File: config.mk
export PLATFORM = sky130hd
export DESIGN_NAME = regfile_sequencer
export DESIGN_NICKNAME = d
export VERILOG_FILES = /design/src/rtl/regfile_sequencer.sv
export SDC_FILE = /design/constraint.sdc
export NUM_CORES = 1
export LEC_CHECK = 0
export ABC_AREA = 1
export CORE_MARGIN = 8
export CORE_UTILIZATION = 25
export CTS_CLUSTER_DIAMETER = 40
export DETAILED_ROUTE_END_ITERATION = 8
export PLACE_DENSITY = 0.43
export SETUP_SLACK_MARGIN = 0.1
export SLEW_MARGIN = 10
export SYNTH_ARGS = -nofsm -noshare
export SYNTH_HDL_FRONTEND = slang
export SYNTH_SLANG_ARGS = --single-unit
export TNS_END_PERCENT = 100
File: constraint.sdc
create_clock -name clk -period 3.85 [get_ports clk]
set_clock_uncertainty 0.05 [all_clocks]
set_input_delay 0.77 -clock clk [delete_from_list [all_inputs] [get_ports clk]]
set_output_delay 0.77 -clock clk [all_outputs]
set_load 0.005 [all_outputs]
File: src/rtl/regfile_sequencer.sv
// regfile_sequencer: single-issue IDLE/READ/EXEC/WRITE sequencer driving an external 2R1W register file.
// Optional zero/carry flag registers are built only when RFSEQ_FLAGS_EN is defined.
`timescale 1ns/1ps

module regfile_sequencer #(
  parameter int unsigned DATA_WIDTH = 8,
  parameter int unsigned ADDR_WIDTH = 4
) (
  input  logic                  clk,
  input  logic                  rst_n,
  input  logic                  instr_valid,
  output logic                  instr_ready,
  input  logic [2:0]            instr_op,
  input  logic [ADDR_WIDTH-1:0] instr_dst,
  input  logic [ADDR_WIDTH-1:0] instr_srca,
  input  logic [ADDR_WIDTH-1:0] instr_srcb,
  input  logic [DATA_WIDTH-1:0] instr_imm,
  output logic [ADDR_WIDTH-1:0] RAA,
  output logic [ADDR_WIDTH-1:0] RAB,
  input  logic [DATA_WIDTH-1:0] A,
  input  logic [DATA_WIDTH-1:0] B,
  output logic [DATA_WIDTH-1:0] W,
  output logic [ADDR_WIDTH-1:0] WA,
  output logic                  Wen,
  output logic                  done,
  output logic                  flag_z,
  output logic                  flag_c
);

  localparam int unsigned OP_WIDTH = 3;

  typedef enum logic [1:0] {
    S_IDLE  = 2'd0,
    S_READ  = 2'd1,
    S_EXEC  = 2'd2,
    S_WRITE = 2'd3
  } state_e;

  typedef enum logic [OP_WIDTH-1:0] {
    OP_ADD = 3'b000,
    OP_SUB = 3'b001,
    OP_AND = 3'b010,
    OP_OR  = 3'b011,
    OP_XOR = 3'b100,
    OP_MOV = 3'b101,
    OP_LDI = 3'b110,
    OP_NOP = 3'b111
  } op_e;

  // Latched instruction fields; source indices live directly in RAA/RAB.
  typedef struct packed {
    op_e                   op;
    logic [ADDR_WIDTH-1:0] dst;
    logic [DATA_WIDTH-1:0] imm;
  } instr_t;

  state_e                state_q;
  state_e                state_d;
  instr_t                instr_q;
  instr_t                instr_d;
  logic                  accept_c;
  logic [DATA_WIDTH-1:0] alu_res_c;
  logic [ADDR_WIDTH-1:0] raa_d;
  logic [ADDR_WIDTH-1:0] rab_d;
  logic [ADDR_WIDTH-1:0] wa_d;
  logic [DATA_WIDTH-1:0] w_d;
  logic                  wen_d;
  logic                  done_d;
  logic                  ready_d;

  assign accept_c = instr_valid & instr_ready;

  // State register
  always_ff @(posedge clk or negedge rst_n) begin
    if (!rst_n) begin
      state_q <= S_IDLE;
    end else begin
      state_q <= state_d;
    end
  end

  // Next-state logic: every state but IDLE lasts exactly one cycle
  always_comb begin
    state_d = state_q;
    unique case (state_q)
      S_IDLE:  if (accept_c) state_d = S_READ;
      S_READ:  state_d = S_EXEC;
      S_EXEC:  state_d = S_WRITE;
      S_WRITE: state_d = S_IDLE;
      default: state_d = S_IDLE;
    endcase
  end

  // Datapath: operands come straight from the regfile read ports
  always_comb begin
    alu_res_c = '0;
    unique case (instr_q.op)
      OP_ADD:  alu_res_c = A + B;
      OP_SUB:  alu_res_c = A - B;
      OP_AND:  alu_res_c = A & B;
      OP_OR:   alu_res_c = A | B;
      OP_XOR:  alu_res_c = A ^ B;
      OP_MOV:  alu_res_c = A;
      OP_LDI:  alu_res_c = instr_q.imm;
      OP_NOP:  alu_res_c = '0;
      default: alu_res_c = '0;
    endcase
  end

`ifdef RFSEQ_FLAGS_EN
  logic [DATA_WIDTH:0] sum_ext_c;
  logic                carry_c;
  logic                flag_z_d;
  logic                flag_c_d;

  assign sum_ext_c = {1'b0, A} + {1'b0, B};

  // Carry out of ADD, borrow out of SUB, cleared for all logic/move ops
  always_comb begin
    carry_c = 1'b0;
    if (instr_q.op == OP_ADD) begin
      carry_c = sum_ext_c[DATA_WIDTH];
    end else if (instr_q.op == OP_SUB) begin
      carry_c = (A < B);
    end
  end
`endif

  // Output logic: next values of all registered outputs
  always_comb begin
    instr_d = instr_q;
    raa_d   = RAA;
    rab_d   = RAB;
    w_d     = W;
    wa_d    = WA;
    wen_d   = 1'b0;
    done_d  = 1'b0;
    ready_d = (state_d == S_IDLE);
`ifdef RFSEQ_FLAGS_EN
    flag_z_d = flag_z;
    flag_c_d = flag_c;
`endif
    unique case (state_q)
      S_IDLE: begin
        if (accept_c) begin
          instr_d.op  = op_e'(instr_op);
          instr_d.dst = instr_dst;
          instr_d.imm = instr_imm;
          raa_d       = instr_srca;
          rab_d       = instr_srcb;
        end
      end
      S_EXEC: begin
        // Results land in W/WA at the edge that opens WRITE, so Wen and data align
        done_d = 1'b1;
        if (instr_q.op != OP_NOP) begin
          w_d   = alu_res_c;
          wa_d  = instr_q.dst;
          wen_d = 1'b1;
`ifdef RFSEQ_FLAGS_EN
          flag_z_d = (alu_res_c == '0);
          flag_c_d = carry_c;
`endif
        end
      end
      default: ;
    endcase
  end

  // Output and instruction registers
  always_ff @(posedge clk or negedge rst_n) begin
    if (!rst_n) begin
      instr_q     <= '0;
      instr_ready <= 1'b1;
      RAA         <= '0;
      RAB         <= '0;
      W           <= '0;
      WA          <= '0;
      Wen         <= 1'b0;
      done        <= 1'b0;
    end else begin
      instr_q     <= instr_d;
      instr_ready <= ready_d;
      RAA         <= raa_d;
      RAB         <= rab_d;
      W           <= w_d;
      WA          <= wa_d;
      Wen         <= wen_d;
      done        <= done_d;
    end
  end

`ifdef RFSEQ_FLAGS_EN
  always_ff @(posedge clk or negedge rst_n) begin
    if (!rst_n) begin
      flag_z <= 1'b0;
      flag_c <= 1'b0;
    end else begin
      flag_z <= flag_z_d;
      flag_c <= flag_c_d;
    end
  end
`else
  assign flag_z = 1'b0;
  assign flag_c = 1'b0;
`endif

endmodule

## Yosys cells after proc, flatten, opt, wreduce, memory -nomap -nowiden

Index checks and enable logic that the tools add are counted.

- Add/subtract/negate cells: 2
- Bitwise operators: 4
- Multiplexer cells: 6
- Reductions and logical operators: 5
- Equal/unequal tests: 11

Operator list:

| operator | number |
|---|---|
| $pmux W8 S8 | 1 |
| $eq A3 B3 Y1 const B | 4 |
| $add A8 B8 Y8 | 1 |
| $and A8 B8 Y8 | 1 |
| $or A8 B8 Y8 | 1 |
| $pmux W2 S4 | 1 |
| $sub A8 B8 Y8 | 1 |
| $xor A8 B8 Y8 | 1 |
| $eq A3 B2 Y1 const B | 2 |
| $eq A2 B2 Y1 const B | 2 |
| $logic_not A2 Y1 | 2 |
| $reduce_and A2 Y1 | 2 |
| $eq A3 B1 Y1 const B | 1 |
| $logic_not A3 Y1 | 1 |
| $mux W1 | 3 |
| $ne A3 B3 Y1 const B | 1 |
| $eq A2 B1 Y1 const B | 1 |
| $mux W2 | 1 |
| $and A1 B1 Y1 | 1 |

- Input port bits: 42
- Logic and storage cells: 39
- Output and inout bits: 25
- Flip-flop bits (word level): 40

## Logic depth before layout (Yosys ltp)

Gate-level depths: netlist of the first run.

- Word-level depth: 4
- Mapped depth: 17
- Mapped depth without buffers: 17

## Worst setup path after synthesis of the first run

No wires, ideal clock.

- Path type: input to register
- From: input B[0]
- To: register W[7]
- Data required time: 3.679 ns
- Path buffers: 0
- Cell stages on the path: 17
- Setup time: 0.121 ns
- Arrival: 2.455 ns
- Path slack: 1.223 ns
- Cells stage by stage: inv_1 -> ha_1 -> inv_1 -> nor3_1 -> inv_1 -> o31ai_1 -> xor2_1 -> inv_1 -> ha_1 -> nand2_1 -> inv_1 -> nand2_1 -> nand2_1 -> a21oi_1 -> nand3_1 -> nand3_1 -> a21oi_2

- Word-level cells in the longest chain between the ends: 2

RTL lines:

| element | line | RTL |
|---|---|---|
| start, declared | 21 | `input logic [DATA_WIDTH-1:0] B,` |
| $sub A8 B8 Y8 / $add A8 B8 Y8 (equally long branches) | 99, 98 |  |
| $pmux W8 S8 * | 97 | `unique case (instr_q.op)` |
| end signal, assigned | 186 | `W <= w_d;` |
| end, declared | 22 | `output logic [DATA_WIDTH-1:0] W,` |

Mark *: on every way between the ends. The rest lies on a longest branch, timed or not.
A chain may end at the register's enable or synchronous reset.

## Worst setup path after layout of the first run

Same ends and word-level chain as after synthesis.

==> flow_summary.json, run 1 <==
{
  "finalHoldViolations": 0,
  "wl_per_cell_um": 14.2,
  "clkSinkCount": 40,
  "path_cells": "clkdlybuf4s50_1 > inv_1 > ha_1 > inv_1 > nor3_1 > inv_1 > o31ai_1 > xor2_1 > inv_1 > ha_1 > a21oi_1 > nand2_1 > a21oi_1 > nand3_1 > nand3_1 > a21oi_2",
  "arrival_ns": 3.15,
  "drt_wl_total_mm": 7.13,
  "root_buffer": "clkbuf_8",
  "crit_type": "input port to flop",
  "avgSynthCellArea_um2": 8.75,
  "drv_slew": 0,
  "die_h_um": 118,
  "slew_headroom_pct": 37.1,
  "layout_setup_ws_ns": 0.826,
  "start_util_pct": 25.6,
  "insertion_delay_ns": 0.29,
  "end_kind": "flop",
  "grt_util_all_layers_pct": 10.4,
  "port-buffer-count": 64,
  "crit_family": "buffers and inverters",
  "place_inst": 493,
  "required_ns": 3.98,
  "ir_worst_vdd_uv": 241,
  "cts-hold-fix-buffers": 0,
  "htreeDepth": 2,
  "viasPerCell": 4.27,
  "crit_fanout": 4,
  "power_density_mw_per_mm2": 611,
  "areaGrowthSynthToFinish_pct": 32.5,
  "clkTransAtPathRegs_ns": 0.09,
  "grt_pass1_wl_mm": 11.7,
  "finalSetupTns_ns": 0,
  "nets": 433,
  "dpl.hpwl_mm": 5.50,
  "cts_buffers": 5,
  "drc": 0,
  "maxCapViolations": 0,
  "synth.yosys.warnings": 0,
  "ys_ff_latch": 40,
  "final_util_pct": 33.9,
  "cpMostUsedCell": "inv_1",
  "drive_gt1_share_pct": 12.3,
  "antennaDiodeCount": 0,
  "gp_congestion": 0.810,
  "antenna_left": 0,
  "slowest_stage": "clkdlybuf4s50_1",
  "cts-resized-gates": 0,
  "grt_max_degree": 41,
  "io-pin-count": 67,
  "grt_pass1_vias": 2302,
  "crit_buf_inv": 5,
  "ys_seq_area_share_pct": 38.3,
  "gr-total-overflow": 0,
  "fmax_ghz": 0.331,
  "leakage_nw": 1.63,
  "cts_setup_buffers": 0,
  "holdWs_ns": 0.419,
  "min_path_type": "flop to flop",
  "die_area_mm2": 0.0140,
  "vias": 2141,
  "num_rows": 37,
  "dp_slack_ns": 0.489,
  "finalCritPeriodShare_pct": 78.5,
  "status": "finished, final reports clean",
  "cts_tree": "done",
  "antenna_found_initial": 0,
  "syn-instance-count": 299,
  "drt_iter0_markers": 66,
  "worstMarginPinSlew_ns": 0.944,
  "coreArea_mm2": 0.0102,
  "clock_path_buffers": 2,
  "cpPeakStageDelay_ns": 0.46,
  "setup_viol": 0,
  "cp-start-kind": "input port",
  "die_x_um": 118,
  "rsz0062_at_grt": "false",
  "fin_cells": 501,
  "post-route-min-period_ns": 3.02,
  "syn_area_mm2": 0.00262,
  "drt_pass1_iterations": 4,
  "synth_cell_types": 37
}
## logic make-up after synthesis
family,synth area share [%]
AOI/OAI and AO/OA,7.89
muxes,8.18
other,0.143
buffers and inverters,7.37
adders and majority gates,13.2
xor gates and xnor gates,3.01
DFF,38.3
and+or+nand+nor,21.9
## power breakdown
group          internal (mW)  total [mW]  switching (mW)
Clock                  0.129       0.286           0.157
Combinational          0.533        1.06           0.528
Sequential             0.628       0.771           0.143
## cells in the mapped netlist
cell       count  share of area [%]
nor3_2         1               0.38
inv_4          1               0.24
nand3b_1       1               0.29
nand3_2        1               0.38
fa_1           1               0.77
o31ai_1        1               0.29
a21oi_2        1               0.33
xnor2_1        2               0.67
ha_1          26                 12
buf_6          1               0.43
buf_2          2               0.38
dfstp_2        1                1.0
nand2_1       65                9.3
conb_1         1               0.14
o21ai_1        3               0.57
a21oi_1       16                3.1
buf_4          3               0.86
inv_2          2               0.29
a31oi_1        1               0.24
dfrtp_1       39                 37
nand2_2        4               0.96
o22ai_1        1               0.24
inv_1         35                5.0
mux2_2        19                8.2
xor2_1         7                2.3
o211ai_1       2               0.57
nand2_4        2               0.86
nand3_1       15                2.9
clkbuf_1       1               0.14
nand4_1        2               0.48
nor2_1        20                2.9
o21ai_0       10                1.9
o2111ai_1      2               0.67
nor2_4         1               0.43
nor3_4         3                1.9
nor3_1         5               0.96
or2_2          1               0.24
## final timing paths
| kind | startpoint | to | slack, ns | cells past startpoint |
|---|---|---|---|---|
| worst max-delay path | B[0] | W[7]$_DFFE_PN0P_ | 0.83 | 16 |
| worst min-delay path | instr_q[10]$_DFFE_PN0P_ | WA[2]$_DFFE_PN0P_ | 0.42 | 2 |
| max in group asynchronous | rst_n | instr_q[0]$_DFFE_PN0P_ | 2.59 | 1 |
| worst min register to register | instr_q[10]$_DFFE_PN0P_ | WA[2]$_DFFE_PN0P_ | 0.42 | 2 |
| worst max register to register | instr_q[14]$_DFFE_PN0P_ | W[6]$_DFFE_PN0P_ | 1.40 | 11 |
| min in group asynchronous | rst_n | RAA[2]$_DFFE_PN0P_ | 0.56 | 1 |
## cell type report
cell class	count	area, µm²
Sequential cell	40	1000
Inverter	38	145
Fill cell	1107	6760
Tap cell	136	170
Clock inverter	2	16.3
Clock buffer	6	72.6
Timing Repair Buffer	64	636
Multi-Input combinational cell	215	1430
## stage by stage
step                power [mW]  instance area, µm²
global route              2.33                3470
detailed placement        1.87                3380
finish                    2.12                3470
CTS                       2.18                3470
global placement          1.86                3380
floorplan                 1.40                2620
## registers in the layout (all words and copies together) (netlist names)
name / flops
done: 1
instr_q: 15
RAB: 4
RAA: 4
Wen: 1
state_q: 2
WA: 4
W: 8
instr_ready: 1
## worst reg2reg max path, stage by stage (launching register included)
cell and delay [ns]:
dfrtp_1 0.49, nor2_4 0.31, nand2_4 0.15, nand2_4 0.12, xor2_1 0.14, inv_1 0.05
ha_1 0.38, a21oi_1 0.11, or2_2 0.29, nand4_1 0.08, nand3_1 0.09, a21oi_1 0.13
## placed cells by master (no fill, tap or decap), drive strengths merged
cell type / n
nor2: 21
dfstp: 1
conb: 2
buf: 1
mux2: 19
fa: 1
o2111ai: 2
xor2: 7
o21ai: 13
clkinv: 1
dfrtp: 39
or2: 1
clkinvlp: 1
nand3: 16
ha: 26
a21oi: 17
inv: 38
xnor2: 2
clkbuf: 6
a31oi: 1
nand2: 71
clkdlybuf4s50: 63
o22ai: 1
nand4: 2
o31ai: 1
nand3b: 1
o211ai: 2
nor3: 9
## per-layer routing
metal	track usage (%)	vias to the layer above	part of all wire, %	routed length [µm]
met5	0	-	0	0
met4	3.12	0	0.80	57
met3	3.28	2	6.3	449
met2	17.8	40	47	3340
met1	12.2	1001	46	3280
li1	-	1098	-	-
(Power assumes the default switching activity.)
==> run 2: changes to the inputs <==
clock period = 3 ns   (was 3.85 ns; I/O delays follow)
==> run 2 against run 1 <==
Compared with the run above: clock power increased by 31%; setup slack lost 0.45 ns; flip-flop and latch count unchanged; via count up 1.3%; routed wire length is 1.3% higher.
==> flow_summary.json, run 2 (same netlist as run 1, synthesis figures left out) <==
{
  "status": "finished, final reports clean",
  "crit_type": "input port to flop",
  "power.total_mw": 2.77,
  "largest_register_ffs": 15,
  "num_rows": 37,
  "fin_cells": 510,
  "die_x_um": 118,
  "wl_per_cell_um": 14.1,
  "finalHoldViolations": 0,
  "grt_pass1_vias": 2390,
  "cpPeakStageDelay_ns": 0.43,
  "end_kind": "flop",
  "gp_congestion": 0.801,
  "seqCellArea_mm2": 0.00100,
  "fillers": 1074,
  "gr-total-overflow": 0,
  "drive_gt1_share_pct": 16.6,
  "regMostFlops": "instr_q",
  "finalCritPeriodShare_pct": 87.6,
  "cts_tree": "done",
  "insertion_delay_ns": 0.29,
  "areaGrowthSynthToFinish_pct": 36.8,
  "place_inst": 502,
  "coreArea_mm2": 0.0102,
  "drt_iter0_markers": 66,
  "grt_pass1_wl_mm": 12.0,
  "path_cells": "clkdlybuf4s50_1 > inv_2 > ha_1 > inv_1 > nor3_2 > inv_1 > o31ai_2 > xor2_1 > inv_1 > ha_4 > nand2_1 > inv_1 > nand2_1 > nand2_1 > a21oi_1 > nand3_1 > nand3_1 > a21oi_2",
  "maxCapViolations": 0,
  "rrSetupSlack_ns": 0.52,
  "final_common_cell": "nand2_1",
  "antennaDiodeCount": 0,
  "finalSetupTns_ns": 0,
  "power_density_mw_per_mm2": 773,
  "cts-hold-fix-buffers": 0,
  "nets": 442,
  "required_ns": 3.13,
  "min_path_type": "input port to asynchronous set/reset pin",
  "cp-start-kind": "input port",
  "crit_buf_inv": 6,
  "final_cell_mix": "nand2_1 (65), clkdlybuf4s50_1 (62), dfrtp_1 (39)",
  "final_util_pct": 35.0,
  "die_h_um": 118,
  "ir_worst_vdd_uv": 325,
  "port-buffer-count": 64,
  "reg.largest.list": "instr_q (15), W (8)",
  "post-route-min-period_ns": 2.63,
  "holdWs_ns": 0.392,
  "cts_buffers": 5,
  "leakage_nw": 1.70,
  "rsz0062_at_grt": "false",
  "clock_path_buffers": 2,
  "cpMostUsedCell": "inv_1",
  "crit_family": "buffers and inverters",
  "antenna_left": 0,
  "drt_wl_total_mm": 7.22,
  "slew_headroom_pct": 37.9,
  "arrival_ns": 2.76,
  "worstMarginPinSlew_ns": 0.931,
  "viasPerCell": 4.25,
  "crit_fanout": 4,
  "root_buffer": "clkbuf_8",
  "htreeDepth": 2,
  "vias": 2168,
  "slowest_stage": "clkdlybuf4s50_1",
  "dpl.hpwl_mm": 5.59,
  "io-pin-count": 67,
  "drt_pass1_iterations": 4,
  "clkTransAtPathRegs_ns": 0.08,
  "setup_viol": 0,
  "clkSinkCount": 40,
  "fmax_ghz": 0.381,
  "grt_max_degree": 41,
  "cts_setup_buffers": 0,
  "cts-resized-gates": 0,
  "multi_input_area_mm2": 0.00146,
  "drc": 0,
  "drv_slew": 0,
  "start_util_pct": 25.6,
  "grt_util_all_layers_pct": 10.5,
  "antenna_found_initial": 0,
  "die_area_mm2": 0.0140
}
run 2: cell count changes in the layout (fill, tap and decap cells not counted), moves of 2 or more:
cell	previous run	this run
ha_1	26	24
ha_4	0	2
inv_2	2	4
buf_4	0	9
clkinv_2	0	2
inv_1	35	33
run 2: worst paths after layout:
path                       cells past startpoint                  to               startpoint
max in group asynchronous                      1   WA[2]$_DFFE_PN0P_                    rst_n
max reg2reg                                   11    W[6]$_DFFE_PN0P_  instr_q[14]$_DFFE_PN0P_
min in group clk                               2   WA[3]$_DFFE_PN0P_  instr_q[11]$_DFFE_PN0P_
max                                           18    W[7]$_DFFE_PN0P_                     B[1]
min                                            1  RAA[2]$_DFFE_PN0P_                    rst_n
min reg2reg                                    2   WA[3]$_DFFE_PN0P_  instr_q[11]$_DFFE_PN0P_
run 2: area by class of cell:
cell class | count | share of cell area, %
clock buffer | 6 | 2.31
tap | 136 | 4.76
timing repair buffer | 73 | 19.7
inverter | 38 | 4.06
multi-input combinational | 215 | 40.9
clock inverter | 2 | 0.280
sequential | 40 | 28.0
run 2: metrics by stage:
stage,instance area (µm²),setup slack [ns]
floorplan,2620,0.543
global placement,3450,-0.118
detailed placement,3450,-0.122
CTS,3540,0.189
global route,3580,0.129
finish,3580,0.372
run 2: power by group:
group / switching, mW / internal, mW / leakage (nW) / total, mW
combinational: 0.696 / 0.706 / 1.17 / 1.40
clock: 0.192 / 0.184 / 0.0510 / 0.376
sequential: 0.181 / 0.806 / 0.479 / 0.987
total: 1.07 / 1.70 / 1.70 / 2.77
run 2: metal layers:
metal	global-route usage [%]	up-vias	wire, µm
li1	-	1120	-
met1	12.8	997	3390
met2	17.8	45	3390
met3	2.67	6	337
met4	3.36	0	95
met5	0	-	0
